`config.mk`:
```
export PLATFORM = sky130hd
export DESIGN_NAME = siu_l2_req_tracker
export DESIGN_NICKNAME = d
export VERILOG_FILES = /design/src/rtl/siu_l2_mon_pkg.sv /design/src/rtl/siu_l2_bank_trk.sv /design/src/rtl/siu_l2_req_tracker.sv
export SDC_FILE = /design/constraint.sdc
export NUM_CORES = 2
export LEC_CHECK = 0
export BUFFER_PORTS_ARGS = -buffer_cell sky130_fd_sc_hd__buf_2
export CAP_MARGIN = 20
export CORE_AREA = 2 2 360 362
export DETAILED_ROUTE_END_ITERATION = 8
export DIE_AREA = 0 0 362 364
export PLACE_DENSITY = 0.55
export SLEW_MARGIN = 25
export SYNTH_ARGS = -nofsm -noshare
export SYNTH_HDL_FRONTEND = slang
export SYNTH_SLANG_ARGS = --single-unit
```
`constraint.sdc`:
```
create_clock -name i_iol2clk -period 2.3 [get_ports i_iol2clk]
set_input_delay 0.46 -clock i_iol2clk [delete_from_list [all_inputs] [get_ports i_iol2clk]]
set_output_delay 0.46 -clock i_iol2clk [all_outputs]
set_load 0.01 [all_outputs]
```
`src/rtl/siu_l2_mon_pkg.sv`:
```
// -----------------------------------------------------------------------------
// siu_l2_mon_pkg
// Shared definitions for the SIU -> L2 inbound request tracker.
//   state_e         : per-bank header-capture FSM states
//   *_DEF constants : default bank count and request width
//   cnt_w()         : width of an outstanding-request counter that must be
//                     able to hold the value max_out itself
// -----------------------------------------------------------------------------
package siu_l2_mon_pkg;

   typedef enum logic [1:0] {
      IDLE = 2'd0,
      HDR  = 2'd1,
      GAP  = 2'd2
   } state_e;

   localparam int NUM_BANKS_DEF = 8;
   localparam int REQ_W_DEF     = 32;

   function automatic int cnt_w(input int max_out);
      return $clog2(max_out + 1);
   endfunction

endpackage

```
`src/rtl/siu_l2_bank_trk.sv`:
```
// -----------------------------------------------------------------------------
// siu_l2_bank_trk
// One L2 bank's passive request monitor: header-capture FSM, header capture
// registers, outstanding read / write counters and three sticky error flags.
// All outputs are registered.
//
// Ports
//   i_iol2clk       clock
//   i_rst           synchronous active-high reset
//   i_req_vld       request valid for this bank
//   i_req           request word for this bank
//   i_iq_dequeue    L2 iq dequeue return (retires one read)
//   i_wib_dequeue   L2 wib dequeue return (retires one write)
//   i_err_clr       clears the sticky error flags
//   o_hdr_vld       1-cycle pulse when a header has been assembled
//   o_hdr_is_wr     header word 0 WR_BIT, valid with o_hdr_vld
//   o_hdr_data      assembled header, word 0 in the LSBs, held until next one
//   o_rd_cnt        outstanding reads
//   o_wr_cnt        outstanding writes
//   o_err_overlap   sticky: req_vld while the FSM was busy
//   o_err_underflow sticky: dequeue with a zero count
//   o_err_overflow  sticky: increment attempted at MAX_OUT
// -----------------------------------------------------------------------------
module siu_l2_bank_trk
   import siu_l2_mon_pkg::*;
#(
   parameter int REQ_W      = REQ_W_DEF,
   parameter int HDR_CYCLES = 2,
   parameter int GAP_CYCLES = 3,
   parameter int WR_BIT     = 30,
   parameter int MAX_OUT    = 16,
   parameter int CNT_W      = cnt_w(16)
) (
   input  logic                        i_iol2clk,
   input  logic                        i_rst,
   input  logic                        i_req_vld,
   input  logic [REQ_W-1:0]            i_req,
   input  logic                        i_iq_dequeue,
   input  logic                        i_wib_dequeue,
   input  logic                        i_err_clr,
   output logic                        o_hdr_vld,
   output logic                        o_hdr_is_wr,
   output logic [HDR_CYCLES*REQ_W-1:0] o_hdr_data,
   output logic [CNT_W-1:0]            o_rd_cnt,
   output logic [CNT_W-1:0]            o_wr_cnt,
   output logic                        o_err_overlap,
   output logic                        o_err_underflow,
   output logic                        o_err_overflow
);

   localparam int IDX_W = (HDR_CYCLES > 1) ? $clog2(HDR_CYCLES) : 1;
   localparam int GAP_W = (GAP_CYCLES > 1) ? $clog2(GAP_CYCLES) : 1;

   localparam logic [IDX_W-1:0] LAST_IDX = IDX_W'(HDR_CYCLES - 1);
   localparam logic [GAP_W-1:0] LAST_GAP = GAP_W'(GAP_CYCLES - 1);
   localparam logic [CNT_W-1:0] CNT_MAX  = CNT_W'(MAX_OUT);

   localparam logic [1:0] ST_IDLE = IDLE;
   localparam logic [1:0] ST_HDR  = HDR;
   localparam logic [1:0] ST_GAP  = GAP;

   // ---------------------------------------------------------------- FSM
   logic [1:0]       r_state;
   logic [1:0]       w_state_next;
   logic [IDX_W-1:0] r_idx;
   logic [IDX_W-1:0] w_idx_next;
   logic [GAP_W-1:0] r_gap_cnt;
   logic [GAP_W-1:0] w_gap_next;
   logic             w_hdr_done;
   logic             w_overlap;

   always_comb begin
      w_state_next = r_state;
      w_idx_next   = r_idx;
      w_gap_next   = r_gap_cnt;
      w_hdr_done   = 1'b0;
      case (r_state)
         ST_IDLE: begin
            if (i_req_vld) begin
               w_state_next = ST_HDR;
               w_idx_next   = '0;
            end
         end
         ST_HDR: begin
            // The last header word is taken straight from i_req, so the
            // header completes on the same edge that samples it.
            if (r_idx == LAST_IDX) begin
               w_state_next = ST_GAP;
               w_gap_next   = '0;
               w_hdr_done   = 1'b1;
            end else begin
               w_idx_next = r_idx + 1'b1;
            end
         end
         ST_GAP: begin
            if (r_gap_cnt == LAST_GAP) begin
               w_state_next = ST_IDLE;
            end else begin
               w_gap_next = r_gap_cnt + 1'b1;
            end
         end
         default: w_state_next = ST_IDLE;
      endcase
   end

   // A request arriving while busy is flagged but otherwise ignored.
   assign w_overlap = i_req_vld && (r_state != ST_IDLE);

   always_ff @(posedge i_iol2clk) begin
      if (i_rst) begin
         r_state   <= ST_IDLE;
         r_idx     <= '0;
         r_gap_cnt <= '0;
      end else begin
         r_state   <= w_state_next;
         r_idx     <= w_idx_next;
         r_gap_cnt <= w_gap_next;
      end
   end

   // ----------------------------------------------------- header capture
   logic [HDR_CYCLES*REQ_W-1:0] w_hdr_assembled;

   genvar gi;
   generate
      for (gi = 0; gi < HDR_CYCLES - 1; gi++) begin : g_word
         logic [REQ_W-1:0] r_word;
         always_ff @(posedge i_iol2clk) begin
            if (i_rst) begin
               r_word <= '0;
            end else if ((r_state == ST_HDR) && (r_idx == IDX_W'(gi))) begin
               r_word <= i_req;
            end
         end
         assign w_hdr_assembled[gi*REQ_W +: REQ_W] = r_word;
      end
   endgenerate

   assign w_hdr_assembled[(HDR_CYCLES-1)*REQ_W +: REQ_W] = i_req;

   logic                        r_hdr_vld;
   logic                        r_hdr_is_wr;
   logic [HDR_CYCLES*REQ_W-1:0] r_hdr_data;

   always_ff @(posedge i_iol2clk) begin
      if (i_rst) begin
         r_hdr_vld   <= 1'b0;
         r_hdr_is_wr <= 1'b0;
         r_hdr_data  <= '0;
      end else begin
         r_hdr_vld <= w_hdr_done;
         if (w_hdr_done) begin
            r_hdr_is_wr <= w_hdr_assembled[WR_BIT];
            r_hdr_data  <= w_hdr_assembled;
         end
      end
   end

   // ----------------------------------------------------------- counters
   // Index 0 tracks reads (retired by iq), index 1 tracks writes (wib).
   // The registered hdr_vld pulse is the increment strobe, so a dequeue in
   // the hdr_vld cycle cancels it.
   logic [1:0]       w_inc;
   logic [1:0]       w_dec;
   logic [1:0]       w_ovf;
   logic [1:0]       w_udf;
   logic [CNT_W-1:0] w_cnt_q [2];

   assign w_inc = {r_hdr_vld & r_hdr_is_wr, r_hdr_vld & ~r_hdr_is_wr};
   assign w_dec = {i_wib_dequeue, i_iq_dequeue};

   generate
      for (gi = 0; gi < 2; gi++) begin : g_cnt
         logic [CNT_W-1:0] r_cnt;
         logic [CNT_W-1:0] w_cnt_next;

         always_comb begin
            w_cnt_next = r_cnt;
            w_ovf[gi]  = 1'b0;
            w_udf[gi]  = 1'b0;
            if (w_inc[gi] && !w_dec[gi]) begin
               if (r_cnt == CNT_MAX) begin
                  w_ovf[gi] = 1'b1;
               end else begin
                  w_cnt_next = r_cnt + 1'b1;
               end
            end else if (w_dec[gi] && !w_inc[gi]) begin
               if (r_cnt == '0) begin
                  w_udf[gi] = 1'b1;
               end else begin
                  w_cnt_next = r_cnt - 1'b1;
               end
            end
         end

         always_ff @(posedge i_iol2clk) begin
            if (i_rst) begin
               r_cnt <= '0;
            end else begin
               r_cnt <= w_cnt_next;
            end
         end

         assign w_cnt_q[gi] = r_cnt;
      end
   endgenerate

   // -------------------------------------------------------- error flags
   // A fresh error in the err_clr cycle keeps the flag set.
   logic r_err_overlap;
   logic r_err_underflow;
   logic r_err_overflow;

   always_ff @(posedge i_iol2clk) begin
      if (i_rst) begin
         r_err_overlap   <= 1'b0;
         r_err_underflow <= 1'b0;
         r_err_overflow  <= 1'b0;
      end else begin
         r_err_overlap   <= (r_err_overlap   & ~i_err_clr) | w_overlap;
         r_err_underflow <= (r_err_underflow & ~i_err_clr) | (|w_udf);
         r_err_overflow  <= (r_err_overflow  & ~i_err_clr) | (|w_ovf);
      end
   end

   assign o_hdr_vld       = r_hdr_vld;
   assign o_hdr_is_wr     = r_hdr_is_wr;
   assign o_hdr_data      = r_hdr_data;
   assign o_rd_cnt        = w_cnt_q[0];
   assign o_wr_cnt        = w_cnt_q[1];
   assign o_err_overlap   = r_err_overlap;
   assign o_err_underflow = r_err_underflow;
   assign o_err_overflow  = r_err_overflow;

endmodule

```
`src/rtl/siu_l2_req_tracker.sv`:
```
// -----------------------------------------------------------------------------
// siu_l2_req_tracker
// Passive observer of the SIU -> L2 tag-bank request interface. One
// siu_l2_bank_trk per bank; this level only packs and unpacks the buses.
//
// Ports (bank N occupies bit N / slice N of every bus)
//   i_iol2clk        clock
//   i_rst            synchronous active-high reset
//   i_req_vld        sii_l2tN_req_vld
//   i_req            sii_l2tN_req, bank N at [N*REQ_W +: REQ_W]
//   i_iq_dequeue     l2tN_sii_iq_dequeue
//   i_wib_dequeue    l2tN_sii_wib_dequeue
//   i_err_clr        clears all sticky error flags
//   o_hdr_vld        header-complete pulse
//   o_hdr_is_wr      WRI classification, valid with o_hdr_vld
//   o_hdr_data       captured header, HDR_CYCLES*REQ_W bits per bank
//   o_rd_out         outstanding reads, CNT_W bits per bank
//   o_wr_out         outstanding writes, CNT_W bits per bank
//   o_err_overlap    sticky overlap flags
//   o_err_underflow  sticky underflow flags
//   o_err_overflow   sticky overflow flags
// -----------------------------------------------------------------------------
module siu_l2_req_tracker
   import siu_l2_mon_pkg::*;
#(
   parameter int NUM_BANKS  = NUM_BANKS_DEF,
   parameter int REQ_W      = REQ_W_DEF,
   parameter int HDR_CYCLES = 2,
   parameter int GAP_CYCLES = 3,
   parameter int WR_BIT     = 30,
   parameter int MAX_OUT    = 16,
   localparam int CNT_W     = cnt_w(MAX_OUT)
) (
   input  logic                                  i_iol2clk,
   input  logic                                  i_rst,
   input  logic [NUM_BANKS-1:0]                  i_req_vld,
   input  logic [NUM_BANKS*REQ_W-1:0]            i_req,
   input  logic [NUM_BANKS-1:0]                  i_iq_dequeue,
   input  logic [NUM_BANKS-1:0]                  i_wib_dequeue,
   input  logic                                  i_err_clr,
   output logic [NUM_BANKS-1:0]                  o_hdr_vld,
   output logic [NUM_BANKS-1:0]                  o_hdr_is_wr,
   output logic [NUM_BANKS*HDR_CYCLES*REQ_W-1:0] o_hdr_data,
   output logic [NUM_BANKS*CNT_W-1:0]            o_rd_out,
   output logic [NUM_BANKS*CNT_W-1:0]            o_wr_out,
   output logic [NUM_BANKS-1:0]                  o_err_overlap,
   output logic [NUM_BANKS-1:0]                  o_err_underflow,
   output logic [NUM_BANKS-1:0]                  o_err_overflow
);

   localparam int HDR_W = HDR_CYCLES * REQ_W;

   genvar gi;
   generate
      for (gi = 0; gi < NUM_BANKS; gi++) begin : g_bank
         siu_l2_bank_trk #(
            .REQ_W      (REQ_W),
            .HDR_CYCLES (HDR_CYCLES),
            .GAP_CYCLES (GAP_CYCLES),
            .WR_BIT     (WR_BIT),
            .MAX_OUT    (MAX_OUT),
            .CNT_W      (CNT_W)
         ) u_bank (
            .i_iol2clk       (i_iol2clk),
            .i_rst           (i_rst),
            .i_req_vld       (i_req_vld[gi]),
            .i_req           (i_req[gi*REQ_W +: REQ_W]),
            .i_iq_dequeue    (i_iq_dequeue[gi]),
            .i_wib_dequeue   (i_wib_dequeue[gi]),
            .i_err_clr       (i_err_clr),
            .o_hdr_vld       (o_hdr_vld[gi]),
            .o_hdr_is_wr     (o_hdr_is_wr[gi]),
            .o_hdr_data      (o_hdr_data[gi*HDR_W +: HDR_W]),
            .o_rd_cnt        (o_rd_out[gi*CNT_W +: CNT_W]),
            .o_wr_cnt        (o_wr_out[gi*CNT_W +: CNT_W]),
            .o_err_overlap   (o_err_overlap[gi]),
            .o_err_underflow (o_err_underflow[gi]),
            .o_err_overflow  (o_err_overflow[gi])
         );
      end
   endgenerate

endmodule

```
[Word-level counts from Yosys, hierarchy flattened]
Cells that the tools add are included.
Cells by class
  add/sub/neg operators: 48
  eq/ne operators: 104
  mux-type cells: 240
  bitwise logic cells: 81
  reduce and logical (&&, ||, !) cells: 200
Operator list (count)
  two-way mux 5 bit: 64
  two-way mux 1 bit: 112
  AND reduction 3 bit: 32
  adder 5 x 1 -> 5 bit, second input constant: 16
  equality test 5 bit, second input constant: 16
  zero test 5 bit: 16
  two-way mux 2 bit: 40
  nonzero test 2 bit: 40
  subtractor 5 x 1 -> 5 bit, second input constant: 16
  != test 2 x 1 -> 1 bit, second input constant: 32
  != test 2 bit, second input constant: 32
  logical AND 1 bit: 48
  case mux 2 bit (3 select lines): 8
  bitwise AND 1 bit: 40
  equality test 2 bit, second input constant: 16
  zero test 1 bit: 32
  case mux 2 bit (2 select lines): 8
  OR reduction 2 bit: 16
  bitwise OR 1 bit: 24
  inverter 1 bit: 17
  adder 2 x 1 -> 2 bit, second input constant: 8
  equality test 2 x 1 -> 1 bit, second input constant: 8
  zero test 2 bit: 8
  case mux 1 bit (2 select lines): 8
  2 further kinds: 16
Word-level totals
  register bits after elaboration: 928
  word-level logic and storage cells: 769

[Depth between registers and ports, before layout]
  depth after elaboration: 8
  mapped depth: 10
  depth with buffers taken out: 10

[By module]
From an unflattened synthesis, not the netlist that was laid out.
Second synthesis, totals
  cell total of the unflattened synthesis: 4427
  area, all modules: 35373.9 um^2
Modules (own cells, without submodules)
  siu_l2_bank_trk (g_bank[0].u_bank ...): times used 5, cells an instance 546, area an instance 4375.4 um^2, sequential area each 2302.2 um^2
  siu_l2_bank_trk (g_bank[6].u_bank): times used 1, cells an instance 570, area an instance 4541.9 um^2, sequential area each 2302.2 um^2
  siu_l2_bank_trk (g_bank[7].u_bank): times used 1, cells an instance 568, area an instance 4496.8 um^2, sequential area each 2302.2 um^2
  siu_l2_bank_trk (g_bank[5].u_bank): times used 1, cells an instance 559, area an instance 4458.0 um^2, sequential area each 2302.2 um^2

[Worst setup path after synthesis]
No wires, ideal clock.
  path type: input to register
  start point: input i_wib_dequeue[4]
  end point: register g_bank[4].u_bank.g_cnt[1].r_cnt[3]
  library setup time: 0.129 ns
  arrival: 2.259 ns
  setup slack: -0.088 ns
  stages: 9
  buffers on the path: 1
  cell sequence: and3b_1 -> clkbuf_1 -> inv_1 -> ha_1 -> and2_1 -> mux2_2 -> a211oi_1 -> xor2_1 -> o31ai_1
On the way
  longest elaborated chain between the ends: 4
  elaborated cells on any way between the ends: 8
  classes of those cells: eq/ne (2); mux (1); reduce/logical (5)
RTL lines
  from (decl): RTL line siu_l2_req_tracker.sv:39  | input logic [NUM_BANKS-1:0] i_wib_dequeue,
  zero test 1 bit: RTL line siu_l2_bank_trk.sv:181  | if (w_inc[gi] && !w_dec[gi]) begin
  logical AND 1 bit: RTL line siu_l2_bank_trk.sv:181
  != test 2 bit (no line), or another cell as far along
  AND reduction 3 bit (no line)
  to (signal assigned): RTL line siu_l2_bank_trk.sv:200  | r_cnt <= w_cnt_next;
  to (decl): RTL line siu_l2_bank_trk.sv:174  | logic [CNT_W-1:0] r_cnt;
Parallel ways exist; a longest one is shown, timed or not.
A chain may end at the register's enable or synchronous reset.

[Worst setup path after layout]
  start point: register g_bank[0].u_bank.r_hdr_vld
  end point: register g_bank[0].u_bank.g_cnt[0].r_cnt[4]
On the way
  longest elaborated chain between the ends: 5
  elaborated cells on any way between the ends: 9
  classes of those cells: eq/ne (2); mux (1); bitwise (1); reduce/logical (5)
RTL lines
  from (decl): RTL line siu_l2_bank_trk.sv:141  | logic r_hdr_vld;
  from (signal assigned): RTL line siu_l2_bank_trk.sv:151  | r_hdr_vld <= w_hdr_done;
  bitwise AND 1 bit *: RTL line siu_l2_bank_trk.sv:169  | assign w_inc = {r_hdr_vld & r_hdr_is_wr, r_hdr_vld & ~r_hdr_is_wr};
  zero test 1 bit: RTL line siu_l2_bank_trk.sv:187  | end else if (w_dec[gi] && !w_inc[gi]) begin
  logical AND 1 bit: RTL line siu_l2_bank_trk.sv:187
  nonzero test 2 bit (no line)
  AND reduction 3 bit (no line)
  to (signal assigned): RTL line siu_l2_bank_trk.sv:200
  to (decl): RTL line siu_l2_bank_trk.sv:174
Every way passes the cells marked *; elsewhere a longest branch is shown, timed or not.

==> impl_metrics.json <==
{
  "max_slew.worst_pin.slew_ns": 0.677,
  "cp.required_ns": 2.88,
  "start_util": 0.280,
  "row_count": 132,
  "firstDrtPassIters": 7,
  "grt_overflow": 0,
  "finalMaxSlewViolations": 0,
  "placed_cells": 6912,
  "outcome": "finished, final reports clean",
  "clock-root-buffer": "clkbuf_16",
  "core_sq_mm": 0.128,
  "holdCritPathClass": "in2reg",
  "synth_nets": 4920,
  "ys.flop_type": "dfxtp_1",
  "p_leak_nw": 20.1,
  "dpl.hpwl_mm": 87.3,
  "cts_num_sinks": 920,
  "arrival_ns": 2.78,
  "vias": 34300,
  "ir_drop_v": 0.000704,
  "numCtsBuffers": 101,
  "grt_max_degree": 98,
  "relSlewSlack": 0.549,
  "cts_tree": "built",
  "wirelength_mm": 123,
  "holdCritStartpoint": "i_req_vld[5]",
  "port_buffers": 914,
  "setup_violations": 0,
  "ys_seq_area_frac": 0.513,
  "syn2layout_area_growth_pct": 35.1,
  "finalCriticalPeriod_ns": 2.20,
  "die-area_sq_mm": 0.132,
  "gp_congestion": 0.844,
  "clk_latency_ns": 0.69,
  "die_w_um": 362,
  "crit_start": "g_bank[0].u_bank.o_hdr_vld",
  "drc": 0,
  "power_density_mw_per_mm2": 1060,
  "final_hold_viol_count": 0,
  "path_class": "reg2reg",
  "async_reset_ff_frac": 0,
  "crit_path_start_kind": "register",
  "end_kind": "register",
  "layout-drive-gt1-share": 0.226,
  "worstReg2RegStart": "g_bank[0].u_bank.o_hdr_vld",
  "worst_slack_ns": 0.102,
  "fmax_mhz": 455,
  "cap_violations": 0,
  "place_ws_ns": -0.123,
  "final_cells": 7358,
  "ant_nets": 0,
  "worstPathMaxFanout": 10,
  "syn_area_sq_mm": 0.0359,
  "syn_inst": 4544,
  "yosysUniqueCellTypes": 71,
  "htreeDepth": 3,
  "nFillCells": 13300,
  "grt_pass1_wl_mm": 185,
  "ios": 915,
  "first_global_vias": 31900,
  "nNetsFinal": 5972,
  "viasPerCell": 4.67,
  "clk_pin_slew_ns": 0.06,
  "die_h_um": 364,
  "skew_ns": 0.0325,
  "first_iter_violations": 1936,
  "antenna_found_initial": 9,
  "synth_edf_count": 0,
  "wl_per_cell_um": 16.8,
  "rsz0062_at_grt": "false",
  "rrSetupSlack_ns": 0.10,
  "avgSynthCellArea_sq_um": 7.91,
  "fin_crit_sh": 0.956,
  "grt_use_total": 0.176,
  "ctsLongestPathBuffers": 3,
  "yosysWarnings": 0,
  "ys_ff_latch": 920
}
repair_timing:
action | 4_1_cts | 5_1_grt
setup buffers | 0 | 2
hold buffers | 254 | 0
endpoints found under the hold margin | 484 | 0
gates resized for setup | 0 | 2
setup endpoints to repair | 0 | 2
cell families (layout without fill, tap and decap cells):
| group | Yosys count | in the layout | synth area share |
|---|---|---|---|
| multiplexers | 51 | 51 | 0.0145 |
| XOR/XNOR | 54 | 54 | 0.0132 |
| AO/OA/AOI/OAI | 1018 | 1018 | 0.154 |
| flip-flops | 920 | 920 | 0.513 |
| adder cells (fa/ha/maj) | 94 | 94 | 0.0327 |
| buffers and inverters | 412 | 1548 | 0.0484 |
| AND/OR/NAND/NOR | 1995 | 1995 | 0.225 |
| other | 0 | 3 | 0 |
worst max-delay path, stage by stage, from the launching register on:
cell      delay, ns
dfxtp_1        0.45
nor3b_4        0.25
clkinv_1       0.26
ha_1           0.45
a21o_1         0.14
a21oi_1        0.05
or4_1          0.39
o311ai_0       0.10
cells in the mapped netlist (18+ instances only):
cell type | instances | share of area
o21ai_0 | 35 | 0.0049
nor2_1 | 151 | 0.016
inv_1 | 50 | 0.0052
nand2_1 | 1619 | 0.17
mux2i_1 | 46 | 0.013
nor3_1 | 37 | 0.0052
nor2b_1 | 37 | 0.0064
buf_4 | 48 | 0.010
nor4_1 | 18 | 0.0031
clkbuf_1 | 295 | 0.031
ha_1 | 93 | 0.032
xor2_1 | 28 | 0.0068
nand3_1 | 37 | 0.0052
xnor2_1 | 26 | 0.0063
a31oi_1 | 21 | 0.0037
dfxtp_1 | 920 | 0.51
a21oi_1 | 851 | 0.12
area by class of cell:
type	instances	area (sq um)	area share
Sequential cell	920	18400	0.379
Inverter	52	195	0.00402
Tap cell	1675	2100	0.0432
Clock inverter	38	500	0.0103
Clock buffer	149	2990	0.0615
Timing Repair Buffer	1309	8500	0.175
Multi-Input combinational cell	3212	15800	0.326
Antenna cell	3	7.51	0.000155
stage by stage:
step           power, mW  cell area [sq um]  hold slack, ns  utilization  setup TNS [ns]
6_report            51.6              48500          0.0715        0.378               0
4_1_cts             52.3              48500        0.000550        0.378               0
3_5_place_dp        34.9              42500           0.440        0.331          -0.257
2_1_floorplan       29.8              35900           0.432            -               0
3_3_place_gp        34.6              42500           0.435        0.331          -0.208
5_1_grt             54.9              48500          0.0258        0.378               0
state kept, by name, summed over array words and instances, names as in the netlist:
name	flops
g_bank.u_bank.o_hdr_data	512
g_bank.u_bank.g_word.r_word	256
g_bank.u_bank.o_rd_cnt	40
g_bank.u_bank.o_wr_cnt	40
g_bank.u_bank.r_gap_cnt	16
g_bank.u_bank.r_state	16
g_bank.u_bank.o_err_overflow	8
g_bank.u_bank.o_err_overlap	8
g_bank.u_bank.o_err_underflow	8
g_bank.u_bank.o_hdr_vld	8
g_bank.u_bank.r_idx	8
cells in the final DEF (no fill, tap or decap), types with 9 or more instances in the layout:
master / Yosys / layout
nor3_1: 37 / 37
nor2b_1: 37 / 29
a21boi_0: 9 / 9
clkbuf_1: 295 / 20
mux2i_1: 46 / 46
inv_1: 50 / 48
nand3_1: 37 / 37
o21ai_0: 35 / 35
clkbuf_8: 0 / 28
a21oi_1: 851 / 851
nor2_1: 151 / 151
dlygate4sd3_1: 0 / 254
o31ai_1: 9 / 9
buf_12: 0 / 25
xor2_1: 28 / 28
or4_1: 13 / 13
buf_2: 4 / 913
ha_1: 93 / 92
nor4_1: 18 / 18
or3_1: 10 / 10
buf_4: 48 / 116
dfxtp_1: 920 / 919
xnor2_1: 26 / 26
clkbuf_16: 0 / 101
a31oi_1: 21 / 21
nand2_1: 1619 / 1611
nand2b_1: 15 / 15
clkinv_2: 0 / 16
a211oi_1: 14 / 14
power by group:
group	leakage, nW	switching (mW)	internal, mW
logic	10.9	8.84	5.90
registers	7.46	1.89	18.2
clock network	1.72	7.00	9.85
total	20.1	17.7	33.9
layer usage:
metal / wire length, um / GRT usage / vias up
met2: 58800 / 0.296 / 965
met1: 51700 / 0.215 / 16100
met5: 36 / 0 / -
met4: 3240 / 0.0511 / 8
met3: 9600 / 0.0565 / 193
li1: - / - / 17000
final timing paths:
path	to	cells past startpoint
worst max-delay path	g_bank[0].u_bank.o_rd_cnt[4]	7
worst min-delay path	g_bank[5].u_bank.o_err_overlap	3
worst max register to register	g_bank[0].u_bank.o_rd_cnt[4]	7
worst min register to register	g_bank[4].u_bank.o_hdr_data[23]	2
Note: power is estimated with default switching activity, not from simulation.
